### config.mk
export PLATFORM = sky130hd
export DESIGN_NAME = reg_alu_sequencer
export DESIGN_NICKNAME = d
export VERILOG_FILES = /design/src/rtl/reg_alu_sequencer.sv
export SDC_FILE = /design/constraint.sdc
export NUM_CORES = 1
export LEC_CHECK = 0
export BUFFER_PORTS_ARGS = -buffer_cell sky130_fd_sc_hd__buf_2
export CAP_MARGIN = 20
export CORE_MARGIN = 2
export CORE_UTILIZATION = 40
export DETAILED_ROUTE_END_ITERATION = 8
export GPL_TIMING_DRIVEN = 0
export PLACE_DENSITY_LB_ADDON = 0.05
export SYNTH_ARGS = -nofsm -noshare
export SYNTH_HDL_FRONTEND = slang
export SYNTH_SLANG_ARGS = --single-unit
### constraint.sdc
create_clock -name clk -period 1.75 [get_ports clk]
set_clock_uncertainty 0.05 [all_clocks]
set_input_delay 0.0875 -clock clk [delete_from_list [all_inputs] [get_ports clk]]
set_output_delay 0.0875 -clock clk [all_outputs]
set_load 0.03 [all_outputs]
### src/rtl/reg_alu_sequencer.sv
// reg_alu_sequencer: decodes 24-bit instruction words into one-cycle reg_file_alu
// commands and returns the pre-write ALU result over a valid/ready channel.
module reg_alu_sequencer #(
  parameter int IW = 24,
  parameter int CNT_W = 8
) (
  input  logic             clk,
  input  logic             reset,
  input  logic [IW-1:0]    instr_data,
  input  logic             instr_valid,
  output logic             instr_ready,
  output logic [3:0]       RA1,
  output logic [3:0]       RA2,
  output logic [3:0]       WA,
  output logic [7:0]       external_data_in,
  output logic             RegWrite,
  output logic             ALUSrc,
  output logic [1:0]       ALUControl,
  input  logic [7:0]       ALUResult,
  output logic [7:0]       res_data,
  output logic             res_valid,
  input  logic             res_ready,
  output logic [CNT_W-1:0] retired
);
  typedef enum logic [1:0] {IDLE, EXEC, RESP} state_t;
  state_t state;
  logic nores;
  logic unused_rsvd;
  assign unused_rsvd = ^instr_data[18:16];
  assign instr_ready = (state == IDLE) && reset;
  // RA2 and the immediate share the low byte; ALUSrc picks which one matters
  always_ff @(posedge clk or negedge reset)
    if (!reset) begin
      state            <= IDLE;
      nores            <= 1'b0;
      RA1              <= '0;
      RA2              <= '0;
      WA               <= '0;
      external_data_in <= '0;
      RegWrite         <= 1'b0;
      ALUSrc           <= 1'b0;
      ALUControl       <= '0;
      res_data         <= '0;
      res_valid        <= 1'b0;
      retired          <= '0;
    end else
      case (state)
        IDLE: if (instr_valid) begin
          ALUControl       <= instr_data[23:22];
          ALUSrc           <= instr_data[21];
          RegWrite         <= instr_data[20];
          nores            <= instr_data[19];
          WA               <= instr_data[15:12];
          RA1              <= instr_data[11:8];
          RA2              <= instr_data[7:4];
          external_data_in <= instr_data[7:0];
          state            <= EXEC;
        end
        EXEC: begin
          res_data  <= ALUResult;
          RegWrite  <= 1'b0;
          retired   <= retired + CNT_W'(1);
          res_valid <= !nores;
          state     <= nores ? IDLE : RESP;
        end
        RESP: if (res_ready) begin
          res_valid <= 1'b0;
          state     <= IDLE;
        end
        default: state <= IDLE;
      endcase
endmodule

==> results.toml <==
[min_path]
holdCritPathClass = "primary input to async pin"

[pwr]
pwr-share-clk = 0.122
p_sw_w = 0.00206
pwr-share-seq = 0.364
peakVddDrop_mv = 0.841
p_int_w = 0.00248
p_leak_nw = 1.23
netSwitchingFraction = 0.454
power.density_mw_per_mm2 = 1880
power_frac_comb = 0.514

[critical_path]
cp_max_fo = 10
crit_chain = "nor3b_2, buf_6, mux2_2"
crit_slowest_cell = "dfrtp_1"
max_stage_delay_ps = 440
cp.required_ps = 1870
crit_type = "flop to flop"
start_kind = "flop"
arrival_ps = 1690
critical_path.endpoint_type = "flop"

[placement]
place_ws_ps = 154
dp_hpwl_mm = 2.38
placed_area_sq_mm = 0.00205
port_buffers = 74
place.gp.congestion = 0.716

[floorplan]
die_w_um = 67.5
core_sq_mm = 0.00394
rows = 23
start_util = 0.410
dieArea_sq_mm = 0.00456
io-pin-count = 78
dieHeight_um = 67.5

[grt]
met2_usage = 0.306
grt_pass1_vias = 1326
grt_first_pass_wirelength_mm = 5.66
busiest_layer = "met2"
use_met3 = 0.0450
grt_use_met1 = 0.181
antenna_found_initial = 0
overflow = 0
grt_util_all_layers = 0.168
grt_max_degree = 42

[synthesis]
ys_seq_area_frac = 0.620
synth_nets = 166
ys_warn_count = 0
synthSimpleGateAreaFrac = 0.134
synth-xor-area-share = 0.0372
avgSynthCellArea_sq_um = 12.5
syn_inst = 129
synth_top_family_by_area = "multiplexers"
mappedNetlistArea_sq_mm = 0.00162
synth_fa_ha_area_frac = 0.00775
synth_mux_area_frac = 0.139
synthDistinctLibCells = 24
synth_compound_area_frac = 0.0178
ys_ff_latch = 40

[job]
cap_violations = 0

[run_status]
outcome = "finished, violations left"
violations = "hold timing"

[sta]
fin_crit_ps = 1570
setup_tns_ps = 0
period_share = 0.898
rsz0062_at_grt = "no"
hold_ws_ps = -129
finalSetupViolations = 0
drv_slew = 0
slew_headroom = 0.415
fin_ws_ps = 178
max_slew.worst_pin.slew_ps = 877
max_freq_ghz = 0.636
hold_viol_final = 40

[cts]
clkTransAtPathRegs_ps = 70
clk_latency_ps = 280
clock-sinks = 40
cts_root_buf = "clkbuf_8"
cts_resized = 0
clockBufferDepth = 2
cts_tree = "built"
htreeDepth = 2
cts_made_buffers = 5
post_cts_buffers = 0

[finish]
fin_area_sq_mm = 0.00242
fin_util = 0.613
area_delta_synth_final_pct = 49.6
drive_gt1_frac = 0.469
diodes = 0
num-nets-final = 276

[route]
ant_nets = 0
wl_per_cell_um = 12.1
vias = 1291
viasPerCell = 4.47
wirelength_mm = 3.49
drcViolationCount = 0
first_pass_iters = 4
initialDrtViolationCount = 41
cells in the final DEF (no fill, tap or decap):
cell and count:
inv_1 1, a221oi_1 1, clkinv_2 1, nand2b_1 1, clkbuf_8 5, buf_6 2
and3_1 1, buf_2 77, clkbuf_1 1, nand4_1 3, xnor2_2 1, nor3b_1 1
or3_4 1, nor3_1 1, nor3b_2 1, xnor2_1 4, dfrtp_1 40, dlygate4sd3_1 29
or3_1 1, ha_1 1, o21ai_0 4, xor2_1 1, nand3_1 1, nand2_1 33
buf_4 4, nor2_1 2, nor2b_1 1, mux2_2 20
final timing paths:
path / from / endpoint / slack (ps) / depth (start not counted)
worst max-delay path: state[1] / external_data_in[3] / 180 / 3
worst min-delay path: reset / retired[6] / -130 / 1
worst max register to register: state[1] / external_data_in[3] / 180 / 3
worst min register to register: retired[7] / retired[7] / 410 / 1
max in group asynchronous: reset / nores / 1230 / 1
min in group clk: res_ready / state[1] / 60 / 4
metal layers:
layer / share of wire / wire length (um)
met5: 0 / 0
met4: 0.015 / 51
met3: 0.062 / 218
met2: 0.52 / 1830
met1: 0.40 / 1390
what timing repair did:
action | in CTS | in global routing
endpoints found under the setup margin | 0 | 0
hold endpoints to repair | 68 | 41
hold buffers | 28 | 1
synthesized netlist by cell type:
cell | instances | area share
nand4_1 | 3 | 0.012
o21ai_0 | 4 | 0.012
mux2_2 | 20 | 0.14
inv_1 | 1 | 0.0023
nor3b_1 | 1 | 0.0046
nor2_1 | 2 | 0.0046
nor3_1 | 1 | 0.0031
xnor2_2 | 1 | 0.010
or3_4 | 1 | 0.0070
a221oi_1 | 1 | 0.0054
xnor2_1 | 4 | 0.022
ha_1 | 1 | 0.0077
nand2b_1 | 1 | 0.0039
and3_1 | 1 | 0.0039
xor2_1 | 1 | 0.0054
buf_4 | 4 | 0.019
buf_2 | 3 | 0.0093
or3_1 | 1 | 0.0039
dfrtp_1 | 40 | 0.62
buf_6 | 2 | 0.014
nand2_1 | 33 | 0.077
nor2b_1 | 1 | 0.0039
nor3b_2 | 1 | 0.0077
nand3_1 | 1 | 0.0031
registers in the layout (all words and copies together), names as in the netlist:
register          flops
res_data              8
retired               8
RA1                   4
RA2                   4
WA                    4
external_data_in      4
ALUControl            2
state                 2
ALUSrc                1
RegWrite              1
nores                 1
res_valid             1
through the flow:
step / std cells / total power [W] / hold slack (ps)
4_1_cts: 288 / 0.00459 / -99.6
3_5_place_dp: 253 / 0.00397 / 211
6_report: 289 / 0.00454 / -129
5_1_grt: 289 / 0.00486 / -63.1
3_3_place_gp: 253 / 0.00390 / 196
2_1_floorplan: 129 / 0.00329 / -258
area by class of cell:
type / count / area [sq um]
buffer: 9 / 67.6
clock buffer: 6 / 72.6
clock inverter: 1 / 5.00
fill: 344 / 1530
inverter: 1 / 3.75
multi-input combinational: 79 / 543
sequential: 40 / 1000
tap: 50 / 62.6
timing repair buffer: 103 / 661
power by group through the flow:
stage	Combinational (W)	Clock, W	Sequential, W
5_1_grt	0.00253	0.000628	0.00171
4_1_cts	0.00236	0.000581	0.00165
3_3_place_gp	0.00227	0	0.00164
6_report	0.00233	0.000554	0.00165
2_1_floorplan	0.000858	0	0.00243
3_5_place_dp	0.00231	0	0.00166
logic make-up (layout without fill, tap and decap cells):
group / Yosys count / after routing
muxes: 20 / 20
buffers and inverters: 10 / 120
adders and majority gates: 1 / 1
AOI/OAI and AO/OA: 5 / 5
xor gates and xnor gates: 6 / 6
DFF: 40 / 40
and+or+nand+nor: 47 / 47
worst max-delay path: cells and delay by family (launching register included):
family        cells  cell delay, ps
flops             1             440
mux               1             340
buf+inv           1             210
simple gates      1             420
No activity file was read; power rests on OpenSTA's default activity.
